File: src/rtl/shift_unit_iter_if.sv
// Request/response bundle for the iterative shifter.
// The master drives the request fields; the slave returns the result and status.
interface shift_unit_iter_if #(
    parameter int WIDTH = 32
) ();
    localparam int SHW = $clog2(WIDTH);

    logic             start;
    logic [1:0]       op;
    logic [SHW-1:0]   shamt;
    logic [WIDTH-1:0] in_data;
    logic [WIDTH-1:0] out_data;
    logic             busy;
    logic             done;

    modport master (
        output start, op, shamt, in_data,
        input  out_data, busy, done
    );

    modport slave (
        input  start, op, shamt, in_data,
        output out_data, busy, done
    );
endinterface

File: src/rtl/shift_unit_iter.sv
// Multi-cycle SLL/SRL/SRA shifter, moving up to STEP bit positions per clock.
// Define SHIFT_ROTATE_EN to add rotate-right on op=11; otherwise op=11 acts as SLL.
module shift_unit_iter #(
    parameter int WIDTH = 32,
    parameter int STEP  = 1
) (
    input  logic             clk_i,
    input  logic             reset_i,
    shift_unit_iter_if.slave bus
);
    localparam int SHW = $clog2(WIDTH);
    localparam logic [SHW-1:0] STEP_N = SHW'(STEP);

    typedef enum logic {S_IDLE, S_BUSY} state_e;
    typedef enum logic [1:0] {
        OP_SLL  = 2'b00,
        OP_SRL  = 2'b01,
        OP_SRA  = 2'b10,
        OP_ROTR = 2'b11
    } op_e;

    state_e           state_q, state_d;
    logic [WIDTH-1:0] work_q, work_d;
    logic [SHW-1:0]   rem_q, rem_d;
    op_e              op_q, op_d;
    logic             sign_q, sign_d;
    logic [WIDTH-1:0] out_q, out_d;
    logic             done_q, done_d;

    logic [SHW-1:0]   n;
    logic [WIDTH-1:0] fill;
    logic [WIDTH-1:0] shifted;

`ifdef SHIFT_ROTATE_EN
    localparam logic [SHW:0] WIDTH_N = (SHW+1)'(WIDTH);
    logic [SHW:0] rot_amt;
    assign rot_amt = WIDTH_N - {1'b0, n};
`endif

    // One step of the captured operation; the final step takes only what is left.
    always_comb begin
        n       = (rem_q < STEP_N) ? rem_q : STEP_N;
        fill    = ~({WIDTH{1'b1}} >> n);
        shifted = work_q << n;
        case (op_q)
            OP_SRL:  shifted = work_q >> n;
            OP_SRA:  shifted = (work_q >> n) | (sign_q ? fill : '0);
`ifdef SHIFT_ROTATE_EN
            OP_ROTR: shifted = (work_q >> n) | (work_q << rot_amt);
`endif
            default: shifted = work_q << n;
        endcase
    end

    always_comb begin
        state_d = state_q;
        work_d  = work_q;
        rem_d   = rem_q;
        op_d    = op_q;
        sign_d  = sign_q;
        out_d   = out_q;
        done_d  = 1'b0;
        case (state_q)
            S_IDLE: begin
                if (bus.start) begin
                    work_d  = bus.in_data;
                    rem_d   = bus.shamt;
                    op_d    = op_e'(bus.op);
                    sign_d  = bus.in_data[WIDTH-1];
                    state_d = S_BUSY;
                end
            end
            S_BUSY: begin
                if (rem_q == '0) begin
                    out_d   = work_q;
                    done_d  = 1'b1;
                    state_d = S_IDLE;
                end else begin
                    work_d = shifted;
                    rem_d  = rem_q - n;
                end
            end
            default: state_d = S_IDLE;
        endcase
    end

    always_ff @(posedge clk_i or posedge reset_i) begin
        if (reset_i) begin
            state_q <= S_IDLE;
            work_q  <= '0;
            rem_q   <= '0;
            op_q    <= OP_SLL;
            sign_q  <= 1'b0;
            out_q   <= '0;
            done_q  <= 1'b0;
        end else begin
            state_q <= state_d;
            work_q  <= work_d;
            rem_q   <= rem_d;
            op_q    <= op_d;
            sign_q  <= sign_d;
            out_q   <= out_d;
            done_q  <= done_d;
        end
    end

    assign bus.out_data = out_q;
    assign bus.busy     = (state_q == S_BUSY);
    assign bus.done     = done_q;
endmodule
File: src/flat_wrapper.sv
// flat-port wrapper written by rule: the top's interface ports become plain ports
module shift_unit_iter_flat 
#(
    parameter int WIDTH = 32,
    parameter int STEP  = 1
)
  (clk_i, reset_i, bus_start, bus_op, bus_shamt, bus_in_data, bus_out_data, bus_busy, bus_done);
  shift_unit_iter_if #(.WIDTH(WIDTH)) bus_i ();
  input  logic clk_i;
  input  logic reset_i;
  input wire logic [$bits(bus_i.start)-1:0] bus_start;
  input wire logic [$bits(bus_i.op)-1:0] bus_op;
  input wire logic [$bits(bus_i.shamt)-1:0] bus_shamt;
  input wire logic [$bits(bus_i.in_data)-1:0] bus_in_data;
  output wire logic [$bits(bus_i.out_data)-1:0] bus_out_data;
  output wire logic [$bits(bus_i.busy)-1:0] bus_busy;
  output wire logic [$bits(bus_i.done)-1:0] bus_done;
  assign bus_i.start = bus_start;
  assign bus_i.op = bus_op;
  assign bus_i.shamt = bus_shamt;
  assign bus_i.in_data = bus_in_data;
  assign bus_out_data = bus_i.out_data;
  assign bus_busy = bus_i.busy;
  assign bus_done = bus_i.done;
  shift_unit_iter #(.WIDTH(WIDTH), .STEP(STEP)) u_core (.clk_i(clk_i), .reset_i(reset_i), .bus(bus_i));
endmodule
File: config.mk
export PLATFORM = sky130hd
export DESIGN_NAME = shift_unit_iter_flat
export DESIGN_NICKNAME = d
export VERILOG_FILES = /design/src/rtl/shift_unit_iter_if.sv /design/src/rtl/shift_unit_iter.sv /design/src/flat_wrapper.sv
export SDC_FILE = /design/constraint.sdc
export NUM_CORES = 1
export LEC_CHECK = 0
export ABC_AREA = 1
export CAP_MARGIN = 20
export CORE_AREA = 10 10 122 124
export DETAILED_ROUTE_END_ITERATION = 7
export DIE_AREA = 0 0 132 134
export GPL_ROUTABILITY_DRIVEN = 0
export PLACE_DENSITY_LB_ADDON = 0.2
export SLEW_MARGIN = 0
export SYNTH_ARGS = -nofsm -noshare
export SYNTH_HDL_FRONTEND = slang
export SYNTH_SLANG_ARGS = --single-unit
export TNS_END_PERCENT = 100
File: constraint.sdc
create_clock -name clk_i -period 3.4 [get_ports clk_i]
set_input_delay 0.68 -clock clk_i [delete_from_list [all_inputs] [get_ports clk_i]]
set_output_delay 0.68 -clock clk_i [all_outputs]
set_load 0.05 [all_outputs]
==> flow_metrics.env <==
export IMPL_drt_iter0_drc=359
export IMPL_synth_nets=601
export IMPL_hold_depth=2
export IMPL_dieHeight_um=134
export IMPL_finalSetupViolations=0
export IMPL_grt_pass1_vias=3787
export IMPL_drc=0
export IMPL_instances_no_fill=791
export IMPL_num_io_pins=76
export IMPL_avgRoutedWirePerCell_um=14.4
export IMPL_gr_usage_all_layers=0.133
export IMPL_wirelength_mm=11.4
export IMPL_design_area_mm2=0.00534
export IMPL_period_share=0.692
export IMPL_finalWorstSetupSlack_ns=1.05
export IMPL_pre_cts_slack_ns=0.940
export IMPL_hold_buffers=0
export IMPL_power_density_mw_per_mm2=1120
export IMPL_htreeDepth=3
export IMPL_area_growth_pct=25.7
export IMPL_finalHoldViolations=0
export IMPL_drt_pass1_iter_count=4
export IMPL_synth_seq_cells=74
export IMPL_worst_ir_drop_vdd_mv=0.310
export IMPL_status="complete, no violations"
export IMPL_clkTransAtPathRegs_ns=0.06
export IMPL_crit_chain="clkdlybuf4s50_1"
export IMPL_cp_start_kind="register"
export IMPL_layout_common_cells="nand2_1, clkdlybuf4s50_1, dfrtp_1"
export IMPL_avgViaCountPerCell=4.84
export IMPL_worstHoldPathType="reg2reg"
export IMPL_final_common_cell="nand2_1"
export IMPL_postRouteAntennaNets=0
export IMPL_grt_antenna_before_repair=0
export IMPL_insertedDiodeCount=0
export IMPL_r2r_start="u_core.op_q[0]"
export IMPL_power_mw=5.97
export IMPL_yosysUniqueCellTypes=32
export IMPL_max_freq_mhz=425
export IMPL_clock_sinks=74
export IMPL_cp_slowest_cell="clkdlybuf4s50_1"
export IMPL_cts_max_path_buffers=2
export IMPL_num_rows=41
export IMPL_finalClockSkew_ns=0.00440
export IMPL_worst_pin_slew_ns=0.836
export IMPL_yosys_warnings=0
export IMPL_overflow=0
export IMPL_arrival_ns=1.67
export IMPL_cpPeakStageDelay_ns=0.86
export IMPL_cp_num_buf_inv=1
export IMPL_p_leak_nw=2.57
export IMPL_start_util=0.341
export IMPL_insertion_delay_ns=0.33
export IMPL_p_sw_mw=2.86
export IMPL_core_mm2=0.0125
export IMPL_maxCapViolations=0
export IMPL_worstReg2RegEnd="u_core.work_q[18]"
export IMPL_nFillCells=1275
export IMPL_hold_path_startpoint="u_core.bus.out_data[29]"
export IMPL_synthesis_area_mm2=0.00425
export IMPL_critPathLaunch="u_core.bus.busy"
export IMPL_grt_pass1_wl_mm=19.5
export IMPL_cell_internal_pwr_mw=3.11
export IMPL_switching_share=0.480
export IMPL_fin_nets=660
export IMPL_synth_cells=556
export IMPL_dpl_cell_area_mm2=0.00504
export IMPL_postCtsResizedCells=0
export IMPL_dieArea_mm2=0.0177
export IMPL_sequentialPowerShare=0.259
export IMPL_cp_end_kind="primary output"
export IMPL_cp_top_family="buffers and inverters"
export IMPL_yosysSeqAreaShare=0.436
export IMPL_worstSetupPathType="reg2out"
export IMPL_worstSetupPathDepth=1
export IMPL_placed_cells=776
export IMPL_setup_tns_ns=0
export IMPL_p_clk_frac=0.165
export IMPL_regToRegSetupSlack_ns=1.06
export IMPL_maxSlewHeadroom=0.442
export IMPL_die_w_um=132
export IMPL_critPathCapture="bus_busy"
export IMPL_final_max_slew_viol_count=0
export IMPL_drive_above_1_share=0.108
export IMPL_cts_root_buf="clkbuf_16"
export IMPL_rsz0062_at_grt="false"
export IMPL_dp_hpwl_mm=7.99
export IMPL_multi_input_area_mm2=0.00197
export IMPL_vias=3832
export IMPL_reg2reg_depth=9
export IMPL_numCtsBuffers=9
export IMPL_post_cts_setup_buffers=0
export IMPL_period_needed_ns=2.35
export IMPL_grt_start_max_net_pins=60
export IMPL_cts_tree="done"
export IMPL_sequential_cell_area_mm2=0.00185
export IMPL_worst_ep_required_time_ns=2.72
export IMPL_portBuffers=75
export IMPL_path_max_fanout=8
export IMPL_avgSynthCellArea_um2=7.64
export IMPL_comb_power_share=0.576
==> state kept, by name, indices dropped and copies added, names as in the netlist <==
| register | flops |
|---|---|
| u_core.rem_q | 5 |
| u_core.bus.out_data | 32 |
| u_core.work_q | 32 |
| u_core.bus.busy | 1 |
| u_core.sign_q | 1 |
| u_core.op_q | 2 |
| u_core.bus.done | 1 |
==> area by class of cell <==
type                       instances  share of cell area
clock inverter                     3              0.0122
clock buffer                      12              0.0443
timing repair buffer              80               0.150
multi-input combinational        398               0.369
inverter                          52              0.0375
tap                              172              0.0403
sequential                        74               0.347
==> worst register-to-register path: stages, from the launching register on <==
cell and delay (ns):
dfrtp_1 0.34, inv_1 0.06, ha_1 0.58, nor2_1 0.46, nand2_1 0.22, inv_1 0.27, nand2_1 0.10, nand3_1 0.07
nand2_1 0.05, a21oi_1 0.11
==> per-stage QoR <==
step | hold WS, ns | utilization
2_1_floorplan | 0.453 | -
3_3_place_gp | 0.461 | 0.404
3_5_place_dp | 0.463 | 0.404
4_1_cts | 0.477 | 0.428
5_1_grt | 0.498 | 0.428
6_report | 0.473 | 0.428
==> kinds of logic after synthesis <==
group | share of synthesized area
AND/OR/NAND/NOR | 0.290
buffers and inverters | 0.100
AO/OA/AOI/OAI | 0.165
adder cells (fa/ha/maj) | 0.00884
flip-flops | 0.436
==> metal layers <==
layer | GRT usage | vias up | share of wire
li1 | - | 1909 | -
met1 | 0.184 | 1799 | 0.49
met2 | 0.195 | 113 | 0.43
met3 | 0.0347 | 11 | 0.062
met4 | 0.0464 | 0 | 0.013
met5 | 0 | - | 0
==> worst min path at each step <==
stage                                    endpoint
after floorplan                     u_core.sign_q
after global placement    u_core.bus.out_data[28]
after detailed placement  u_core.bus.out_data[28]
after CTS                 u_core.bus.out_data[28]
after global routing      u_core.bus.out_data[16]
final                     u_core.bus.out_data[29]
==> cell usage after synthesis <==
| cell type | count | area share |
|---|---|---|
| ha_1 | 3 | 0.0088 |
| nor3_1 | 2 | 0.0024 |
| a21oi_2 | 31 | 0.064 |
| clkinv_1 | 1 | 0.00088 |
| buf_4 | 5 | 0.0088 |
| nor2_1 | 46 | 0.041 |
| a21oi_1 | 21 | 0.025 |
| nand3_1 | 44 | 0.052 |
| nand2_1 | 179 | 0.16 |
| buf_12 | 1 | 0.0047 |
| inv_1 | 48 | 0.042 |
| a31oi_1 | 2 | 0.0029 |
| o22ai_1 | 3 | 0.0044 |
| inv_2 | 2 | 0.0018 |
| nor2_4 | 5 | 0.013 |
| o21ai_0 | 39 | 0.046 |
| buf_1 | 1 | 0.00088 |
| a22oi_1 | 1 | 0.0018 |
| o21ai_1 | 4 | 0.0047 |
| buf_2 | 11 | 0.013 |
| dfrtp_1 | 74 | 0.44 |
| nor2_8 | 2 | 0.0094 |
| nand3_2 | 2 | 0.0047 |
| buf_6 | 6 | 0.016 |
| o2111ai_1 | 2 | 0.0041 |
| inv_6 | 1 | 0.0021 |
| o211ai_1 | 1 | 0.0018 |
| nand2_4 | 1 | 0.0027 |
| clkbuf_1 | 7 | 0.0062 |
| nand4_1 | 5 | 0.0074 |
| buf_8 | 1 | 0.0035 |
| o21ai_2 | 5 | 0.010 |
==> power groups by stage <==
stage / clock, mW / sequential, mW / combinational, mW
after floorplan: 0 / 2.09 / 2.10
after global placement: 0 / 1.55 / 3.41
after detailed placement: 0 / 1.56 / 3.45
after CTS: 1.00 / 1.55 / 3.46
after global routing: 1.04 / 1.60 / 3.88
final: 0.984 / 1.55 / 3.44
Power figures use the tool's default switching activity.
